`src/rtl/cgu_div_sched.sv`:
```
// cgu_div_sched: per-channel clock divider with shadowed divisor updates
// and wrap-aligned gating. Optional readback via CGU_DIV_SCHED_READBACK_EN.
module cgu_div_sched #(
  parameter int NCH = 4,
  parameter int DW = 8,
  parameter int DIV_RST = 4,
  localparam int AW = (NCH > 1) ? $clog2(NCH) : 1
) (
  input  logic           clk_i,
  input  logic           rst_i,
  input  logic           wr_en_i,
  input  logic [AW-1:0]  wr_addr_i,
  input  logic [DW-1:0]  wr_data_i,
  input  logic [NCH-1:0] gate_req_i,
  output logic [NCH-1:0] gate_ack_o,
  output logic [NCH-1:0] busy_o,
  output logic [NCH-1:0] en_o,
  output logic [NCH-1:0] clk_o
`ifdef CGU_DIV_SCHED_READBACK_EN
  ,
  input  logic [AW-1:0]  rd_addr_i,
  output logic [DW-1:0]  rd_data_o
`endif
);

  typedef enum logic {
    RUN   = 1'b0,
    GATED = 1'b1
  } st_t;

  localparam logic [DW-1:0] ONE  = DW'(1);
  localparam logic [DW-1:0] TWO  = DW'(2);
  localparam logic [DW-1:0] DRST = DW'(DIV_RST);

  logic          wr_ok;
  logic [DW-1:0] wr_val;

`ifdef CGU_DIV_SCHED_READBACK_EN
  logic [NCH-1:0][DW-1:0] d_vec;
`endif

  assign wr_ok  = wr_en_i && (int'(wr_addr_i) < NCH);
  // Divisors below 2 cannot produce a valid period.
  assign wr_val = (wr_data_i < TWO) ? TWO : wr_data_i;

  for (genvar i = 0; i < NCH; i++) begin : g_ch
    st_t           st_q;
    st_t           st_d;
    logic [DW-1:0] d_q;
    logic [DW-1:0] s_q;
    logic [DW-1:0] cnt_q;
    logic          p_q;
    logic          clk_q;
    logic          hit;
    logic          wrap;
    logic          apply;

    assign hit   = wr_ok && (wr_addr_i == AW'(i));
    assign wrap  = (st_q == RUN) && (cnt_q == d_q - ONE);
    assign apply = p_q && (wrap || (st_q == GATED));

    always_comb begin
      st_d = st_q;
      unique case (st_q)
        RUN:   if (wrap && gate_req_i[i]) st_d = GATED;
        GATED: if (!gate_req_i[i]) st_d = RUN;
      endcase
    end

    always_ff @(posedge clk_i or posedge rst_i) begin
      if (rst_i) begin
        st_q  <= RUN;
        d_q   <= DRST;
        s_q   <= DRST;
        p_q   <= 1'b0;
        cnt_q <= '0;
        clk_q <= 1'b0;
      end else begin
        st_q  <= st_d;
        clk_q <= (st_q == RUN) && (cnt_q < (d_q >> 1));
        if ((st_q == GATED) || wrap) cnt_q <= '0;
        else cnt_q <= cnt_q + ONE;
        if (apply) d_q <= s_q;
        // A write coinciding with an apply re-arms for the next boundary.
        if (hit) begin
          s_q <= wr_val;
          p_q <= 1'b1;
        end else if (apply) begin
          p_q <= 1'b0;
        end
      end
    end

    assign en_o[i]       = wrap && !rst_i;
    assign clk_o[i]      = clk_q;
    assign gate_ack_o[i] = (st_q == GATED);
    assign busy_o[i]     = p_q;
`ifdef CGU_DIV_SCHED_READBACK_EN
    assign d_vec[i]      = d_q;
`endif
  end

`ifdef CGU_DIV_SCHED_READBACK_EN
  always_ff @(posedge clk_i or posedge rst_i) begin
    if (rst_i) rd_data_o <= '0;
    else if (int'(rd_addr_i) < NCH) rd_data_o <= d_vec[rd_addr_i];
    else rd_data_o <= '0;
  end
`endif

endmodule

```
`config.mk`:
```
export PLATFORM = sky130hd
export DESIGN_NAME = cgu_div_sched
export DESIGN_NICKNAME = d
export VERILOG_FILES = /design/src/rtl/cgu_div_sched.sv
export SDC_FILE = /design/constraint.sdc
export NUM_CORES = 1
export LEC_CHECK = 0
export BUFFER_PORTS_ARGS = -buffer_cell sky130_fd_sc_hd__buf_2
export CAP_MARGIN = 5
export CORE_ASPECT_RATIO = 0.6
export CORE_MARGIN = 10
export CORE_UTILIZATION = 60
export CTS_BUF_LIST = sky130_fd_sc_hd__clkbuf_2 sky130_fd_sc_hd__clkbuf_4 sky130_fd_sc_hd__clkbuf_8
export DETAILED_ROUTE_END_ITERATION = 8
export MAX_ROUTING_LAYER = met4
export PLACE_DENSITY = 0.82
export SETUP_SLACK_MARGIN = 0.3
export SLEW_MARGIN = 20
export SYNTH_ARGS = -nofsm -noshare
export SYNTH_HDL_FRONTEND = slang
export SYNTH_SLANG_ARGS = --single-unit
export TNS_END_PERCENT = 20
```
`constraint.sdc`:
```
create_clock -name clk_i -period 3.65 [get_ports clk_i]
set_input_delay 0.365 -clock clk_i [delete_from_list [all_inputs] [get_ports clk_i]]
set_output_delay 0.365 -clock clk_i [all_outputs]
set_load 0.005 [all_outputs]
```
=== Yosys cells after proc, flatten, opt, wreduce, memory -nomap -nowiden ===
Cells that the tools add are included.

* Input port bits: 17
* Output and inout bits: 16
* Flip-flop bits (word level): 108
* Logic and storage cells: 107

* Equality and inequality tests: 7
* $add $sub $neg: 8
* Order comparisons: 5
* Bitwise operators: 4
* Multiplexer cells: 25
* Reductions and logical operators: 34

{| class="wikitable"
|+ Operator list
! kind !! number
|-
| $mux W8 || 5
|-
| $add A8 B1 Y8 const B || 4
|-
| $eq A8 B8 Y1 || 4
|-
| $lt A8 B7 Y1 || 4
|-
| $sub A8 B1 Y8 const B || 4
|-
| $logic_and A1 B1 Y1 || 24
|-
| $mux W1 || 16
|-
| $lt A8 B2 Y1 const B || 1
|-
| $pmux W1 S2 || 4
|-
| $reduce_bool A2 Y1 || 4
|-
| $eq A2 B2 Y1 const B || 2
|-
| $logic_or A1 B1 Y1 || 4
|-
| $not A1 Y1 || 4
|-
| $eq A2 B1 Y1 const B || 1
|-
| $logic_not A2 Y1 || 1
|-
| $logic_not A1 Y1 || 1
|}

=== Longest topological paths before layout ===
Gate-level depths: netlist (run 1).

* Depth in word-level cells: 7
* Mapped depth: 10
* Depth with buffers taken out: 8

=== Worst setup path after synthesis (run 1) ===
Ideal clock, no wire load.

* Path type: input -> output
* Start: input rst_i
* End: output en_o[2]
* Path buffers: 0
* Arrival time: 3.131 ns
* Data required time: 3.285 ns
* Path slack: 0.154 ns
* Stages: 3
* Path through: inv_1 -> nand2_1 -> a2111oi_0

* Word-level cells in the longest chain between the ends: 2

{| class="wikitable"
|+ Ends and longest elaborated chain
! what !! line !! RTL
|-
| start, declared || 10 || <nowiki>input logic rst_i,</nowiki>
|-
| $logic_not A1 Y1 || 94 || <nowiki>assign en_o[i] = wrap && !rst_i;</nowiki>
|-
| $logic_and A1 B1 Y1 || 94 ||
|-
| end, declared || 17 || <nowiki>output logic [NCH-1:0] en_o,</nowiki>
|}

Every way passes these cells.

=== Worst setup path after layout (run 1) ===
* Start: register g_ch[1].d_q[0]
* End: output en_o[1]

* Word-level cells in the longest chain between the ends: 4

{| class="wikitable"
|+ Ends and longest elaborated chain
! what !! line !! RTL
|-
| start, declared || 49 || <nowiki>logic [DW-1:0] d_q;</nowiki>
|-
| start signal, assigned || 83 || <nowiki>if (apply) d_q <= s_q;</nowiki>
|-
| $sub A8 B1 Y8 || 59 || <nowiki>assign wrap = (st_q == RUN) && (cnt_q == d_q - ONE);</nowiki>
|-
| $eq A8 B8 Y1 || 59 ||
|-
| $logic_and A1 B1 Y1 || 59 ||
|-
| $logic_and A1 B1 Y1 || 94 ||
|}

Every way passes these cells.

==> results.py, run 1 <==
metrics = {
    "synth": {
        "synth-seq-area-share": 0.439,
        "yosysTopAreaCellShare": 0.405,
        "yosys_register_bits": 108,
        "synth_edf_count": 0,
        "synth.top_cells.by_area": "dfrtp_1, mux2_2, ha_1",
        "synth_top_area_cell": "dfrtp_1",
        "yosysUniqueCellTypes": 57,
        "ys_warn_count": 0,
        "synthCells": 609,
        "synth.cell_area_um2": 6170,
        "syn_nets": 658,
        "synthArstFlopShare": 1.00,
        "syn_area_per_cell_um2": 10.1,
        "ys.flop_type": "dfrtp_1",
        "yosysMostFrequentCell": "dfrtp_1",
        "synth.top_cells.by_count": "dfrtp_1, nor2_1, inv_1",
    },
    "cts": {
        "cts_root_buffer": "clkbuf_8",
        "hold_buffers": 0,
        "cts_resized": 0,
        "cts_setup_buffers": 0,
        "cts.sinks": 108,
        "cts_tree": "done",
        "h-tree-depth": 3,
        "insertion_delay_ps": 380,
        "clockBufferDepth": 2,
        "path_clk_slew_ps": 110,
        "cts_buffers": 9,
    },
    "global_routing": {
        "grt_max_degree": 64,
        "grt_pass1_vias": 4750,
        "antenna_found_initial": 0,
        "grt_usage": 0.202,
        "grt.overflow.total": 0,
        "grt_pass1_wl_mm": 24.1,
    },
    "sta": {
        "worst_pin_slew_ps": 791,
        "period_needed_ps": 2970,
        "drv_slew": 0,
        "rsz0062_at_grt": "no",
        "slew_headroom": 0.473,
        "clock-skew-final_ps": 7.20,
        "final_hold_viol_count": 0,
        "timing.final.ws_setup_ps": 683,
        "post-route-period-util": 0.813,
        "fin_tns_setup_ps": 0,
        "whs_ps": 183,
        "final-setup-viol-count": 0,
        "max_freq_mhz": 337,
    },
    "worst_setup_path": {
        "r2r_start": "g_ch[1].d_q[0]$_DFFE_PP0P_",
        "crit_type": "register to primary output",
        "reg2reg_slack_ps": 1030,
        "crit_start": "g_ch[1].d_q[0]$_DFFE_PP0P_",
        "worstSetupEndpoint": "en_o[1]",
        "crit_path_end_kind": "primary output",
        "reg2regPathDepth": 8,
        "critPathMaxFanout": 5,
        "r2r-end": "g_ch[1].d_q[3]$_DFFE_PP0P_",
        "cp.required_ps": 3280,
        "arrival_ps": 2600,
        "startpoint_type": "register",
    },
    "drt": {
        "dr.pass1.iters": 5,
        "drt_iter0_drc": 317,
        "dr_total_vias": 4664,
        "wl_mm": 13.9,
        "postRouteAntennaNets": 0,
        "avgRoutedWirePerCell_um": 18.2,
        "viasPerCell": 6.09,
        "drc_errors": 0,
    },
    "final_layout": {
        "layout.nets": 675,
        "drive_gt1_frac": 0.185,
        "antenna_cells": 0,
        "area_delta_synth_final_pct": 6.51,
        "fin_area_um2": 6580,
    },
    "run_status": {
        "outcome": "completed",
    },
    "placement": {
        "portBuffers": 32,
        "place_area_um2": 6370,
        "gp_congestion": 0.922,
        "hpwl_mm": 10.3,
        "dp_slack_ps": 1110,
    },
    "power_and_ir_drop": {
        "total_leakage_power_nw": 2.94,
        "peakVddDrop_uv": 237,
        "powerDensity_nw_per_um2": 333,
    },
    "floorplanning": {
        "fp.dieH_um": 98.6,
        "core_area_um2": 9950,
        "dieArea_um2": 14900,
        "start_util": 0.620,
        "rows": 28,
        "io_pins": 33,
        "die_w_um": 151,
    },
    "worst_hold_path": {
        "min_path_type": "primary input to register",
    },
    "run": {
        "cap_violations": 0,
    },
}
-- cells in the final DEF (no fill, tap or decap), types with 12 or more instances in the layout --
cell type	n
dfrtp_1	100
o21ai_0	23
nor2_1	52
xnor2_1	24
a21o_1	15
inv_1	44
ha_1	32
nand2_1	24
xor2_1	35
buf_2	32
nand3_1	37
nor3_1	15
nand4_1	12
mux2_2	40
a31oi_1	12
-- stage by stage --
step	util	power [W]	instances
final	0.661	0.00219	766
after global routing	0.661	0.00228	766
after floorplan	-	0.00140	609
after detailed placement	0.641	0.00145	750
after global placement	0.641	0.00144	750
after CTS	0.661	0.00221	766
-- flip-flops by register name, summed over array words and instances, names as in the netlist --
signal,cells
g_ch.st_q,4
g_ch.clk_q,4
g_ch.p_q,4
g_ch.d_q,32
g_ch.s_q,32
g_ch.cnt_q,32
-- worst min-delay path by stage --
stage | start | endpoint | slack [ps] | cells after the start
floorplan | g_ch[3].s_q[0]$_DFFE_PP0P_ | g_ch[3].s_q[0]$_DFFE_PP0P_ | 450 | 2
global placement | g_ch[1].s_q[4]$_DFFE_PP0P_ | g_ch[1].d_q[4]$_DFFE_PP0P_ | 470 | 1
detailed placement | g_ch[1].s_q[0]$_DFFE_PP0P_ | g_ch[1].s_q[0]$_DFFE_PP0P_ | 480 | 2
CTS | gate_req_i[0] | g_ch[0].st_q$_DFF_PP0_ | 170 | 2
global route | gate_req_i[0] | g_ch[0].st_q$_DFF_PP0_ | 170 | 2
finish | gate_req_i[0] | g_ch[0].st_q$_DFF_PP0_ | 180 | 2
-- report_power, final --
group / total, W / internal, W / switching (W) / leakage (nW)
Sequential: 0.00131 / 0.00127 / 0.0000401 / 1.34
Combinational: 0.000121 / 0.0000564 / 0.0000642 / 1.49
Clock: 0.000762 / 0.000333 / 0.000429 / 0.105
-- worst max-delay path, stage by stage (launching register included) --
cell and delay (ps):
dfrtp_1 480, inv_1 90, ha_1 220, nor2b_1 220, a21oi_1 80, nand4b_1 280
or2_2 380, nor4b_1 300, buf_2 170
-- kinds of logic (layout without fill, tap and decap cells) --
family                     count (synthesis)  after routing  synth area share
adders and majority gates                 32             32            0.0649
buffers and inverters                     77             99            0.0561
DFF                                      108            108             0.439
AOI/OAI and AO/OA                        102            102             0.122
and+or+nand+nor                          187            187             0.154
muxes                                     44             44            0.0799
xor gates and xnor gates                  59             59            0.0837
-- metal layers --
layer	vias up	share of wire	GRT usage
li1	2175	-	-
met2	135	0.47	0.306
met5	-	0	-
met1	2333	0.47	0.270
met4	0	0.013	0.0494
met3	21	0.046	0.0447
-- layout make-up --
class	instances	area, um^2
Clock buffer	10	131
Timing Repair Buffer	38	205
Clock inverter	6	70.1
Fill cell	795	3370
Tap cell	135	169
Inverter	45	173
Multi-Input combinational cell	424	3110
Sequential cell	108	2710
Power figures use the tool's default switching activity.
==> run 2, diff against run 1 <==
- clock period: 3.65 -> 3 ns (I/O delays scaled with it)
==> run 2 against run 1 <==
  * Utilization grew 1.8 points
  * Combinational power grew 22%
  * Critical path depth grew 1
  * Die area is the same
  * First-iteration DRC count grew 11%
  * Clock-buffer cell count grew 1
  * Non-clock buffer count grew 11
==> results.py, run 2 (synthesis gave the netlist of run 1 again) <==
metrics = {
    "final_layout": {
        "fin_area_um2": 6760,
        "drive_gt1_frac": 0.229,
        "top_regs": "g_ch.cnt_q (32), g_ch.d_q (32), g_ch.s_q (32)",
        "layout_common_cells": "dfrtp_1, nor2_1, inv_1",
        "final_common_cell": "dfrtp_1",
        "antenna_cells": 0,
        "layout.nets": 686,
        "area_delta_synth_final_pct": 9.44,
    },
    "sta": {
        "rsz0062_at_grt": "yes",
        "drv_slew": 0,
        "worst_pin_slew_ps": 680,
        "fin_tns_setup_ps": 0,
        "final_hold_viol_count": 0,
        "max_freq_mhz": 377,
        "clock-skew-final_ps": 9.96,
        "final-setup-viol-count": 0,
        "period_needed_ps": 2650,
        "slew_headroom": 0.547,
        "post-route-period-util": 0.884,
    },
    "power_and_ir_drop": {
        "p_int_w": 0.00204,
        "total_leakage_power_nw": 3.00,
        "p_sw_w": 0.000628,
        "combPwrFrac": 0.055,
        "peakVddDrop_uv": 289,
        "swShare": 0.235,
        "powerDensity_nw_per_um2": 395,
        "p_total_w": 0.00267,
        "p_clk_frac": 0.350,
        "seqPwrFrac": 0.595,
    },
    "placement": {
        "gp_congestion": 0.883,
        "hpwl_mm": 10.1,
        "portBuffers": 32,
        "place_area_um2": 6370,
    },
    "cts": {
        "path_clk_slew_ps": 100,
        "cts_root_buffer": "clkbuf_8",
        "insertion_delay_ps": 370,
        "cts.sinks": 108,
        "cts_tree": "done",
        "clockBufferDepth": 2,
        "cts_buffers": 9,
        "h-tree-depth": 3,
    },
    "global_routing": {
        "grt_usage": 0.193,
        "antenna_found_initial": 0,
        "grt_max_degree": 57,
        "grt_pass1_vias": 4618,
        "grt_pass1_wl_mm": 23.2,
        "grt.overflow.total": 0,
    },
    "worst_setup_path": {
        "startpoint_type": "register",
        "critPathMaxFanout": 6,
        "crit_type": "register to primary output",
        "reg2regPathDepth": 9,
        "max_stage_delay_ps": 460,
        "cp_slowest_cell": "dfrtp_2",
        "arrival_ps": 2350,
        "crit_path_end_kind": "primary output",
        "reg2reg_slack_ps": 480,
        "path_cells": "inv_1 > ha_2 > inv_1 > a21oi_1 > a21oi_1 > a2111oi_4 > nand3_1 > nor3_2 > buf_2",
        "cp.required_ps": 2700,
        "r2r_start": "g_ch[3].d_q[0]$_DFFE_PP0P_",
        "crit_start": "g_ch[3].d_q[0]$_DFFE_PP0P_",
    },
    "drt": {
        "drc_errors": 0,
        "viasPerCell": 6.06,
        "drt_iter0_drc": 353,
        "dr_total_vias": 4705,
        "postRouteAntennaNets": 0,
        "dr.pass1.iters": 8,
        "wl_mm": 14.3,
        "avgRoutedWirePerCell_um": 18.4,
    },
    "floorplanning": {
        "io_pins": 33,
        "rows": 28,
        "dieArea_um2": 14900,
        "die_w_um": 151,
        "core_area_um2": 9950,
        "fp.dieH_um": 98.6,
        "start_util": 0.620,
    },
    "worst_hold_path": {
        "min_path_type": "primary input to register",
        "min_from": "gate_req_i[2]",
        "holdPathStages": 2,
    },
    "run": {
        "cap_violations": 0,
    },
    "run_status": {
        "outcome": "completed",
    },
}
[run 2: cell count changes in the layout (fill, tap and decap cells not counted), moves of 2 or more]
| cell | change |
|---|---|
| buf_4 | +11 |
| nor3_1 | -4 |
| ha_2 | +3 |
| ha_1 | -3 |
| nor3_2 | +4 |
| inv_6 | -2 |
| clkinvlp_4 | +2 |
| dfrtp_1 | -4 |
| dfrtp_2 | +4 |
| clkbuf_8 | +2 |
[run 2: power by group through the flow]
stage          clock network (W)  registers [W]  logic, W
6_report                0.000935        0.00159  0.000148
5_1_grt                  0.00101        0.00160  0.000166
4_1_cts                 0.000955        0.00159  0.000151
3_5_place_dp                   0        0.00162  0.000151
3_3_place_gp                   0        0.00161  0.000141
2_1_floorplan                  0        0.00160  0.000104
[run 2: layout make-up]
type,count,area (um^2)
Clock buffer,11,151
Clock inverter,5,58.8
Fill cell,776,3190
Inverter,45,173
Multi-Input combinational cell,424,3200
Sequential cell,108,2720
Tap cell,135,169
Timing Repair Buffer,49,288
[run 2: repair_timing]
action,4_1_cts,5_1_grt
gates resized for setup,3,20
pin swaps,0,4
hold endpoints to repair,0,0
setup buffers,0,11
hold buffers,0,0
endpoints found under the setup margin,4,4
[run 2: per-layer routing]
layer	wire, um	up-vias	part of all wire	GRT usage
met5	0	-	0	-
met4	171	0	0.012	0.0398
met3	632	21	0.044	0.0370
met2	6870	125	0.48	0.298
met1	6610	2360	0.46	0.261
li1	-	2199	-	-
[run 2: worst max-delay path: cells and delay by family (launching register included)]
| family | cells | cell delay (ps) |
|---|---|---|
| AO/OA/AOI/OAI | 3 | 710 |
| buffers and inverters | 3 | 310 |
| AND/OR/NAND/NOR | 2 | 290 |
| adder cells (fa/ha/maj) | 1 | 220 |
| flip-flops | 1 | 460 |
[run 2: per-stage QoR]
step / std cells / hold WS [ps] / worst slack (ps) / utilization
6_report: 777 / 129 / 349 / 0.679
5_1_grt: 777 / 107 / 236 / 0.679
4_1_cts: 766 / 113 / 197 / 0.664
3_5_place_dp: 750 / 473 / 474 / 0.641
3_3_place_gp: 750 / 469 / 660 / 0.641
2_1_floorplan: 609 / 429 / 591 / -
[run 2: path summary, 6_finish.rpt]
path | to
hold / removal | g_ch[2].st_q$_DFF_PP0_
min in group asynchronous | g_ch[2].d_q[7]$_DFFE_PP0P_
setup / recovery | en_o[3]
setup reg to reg | g_ch[3].d_q[3]$_DFFE_PP0P_
max in group asynchronous | g_ch[1].d_q[0]$_DFFE_PP0P_
hold reg to reg | g_ch[3].s_q[1]$_DFFE_PP0P_
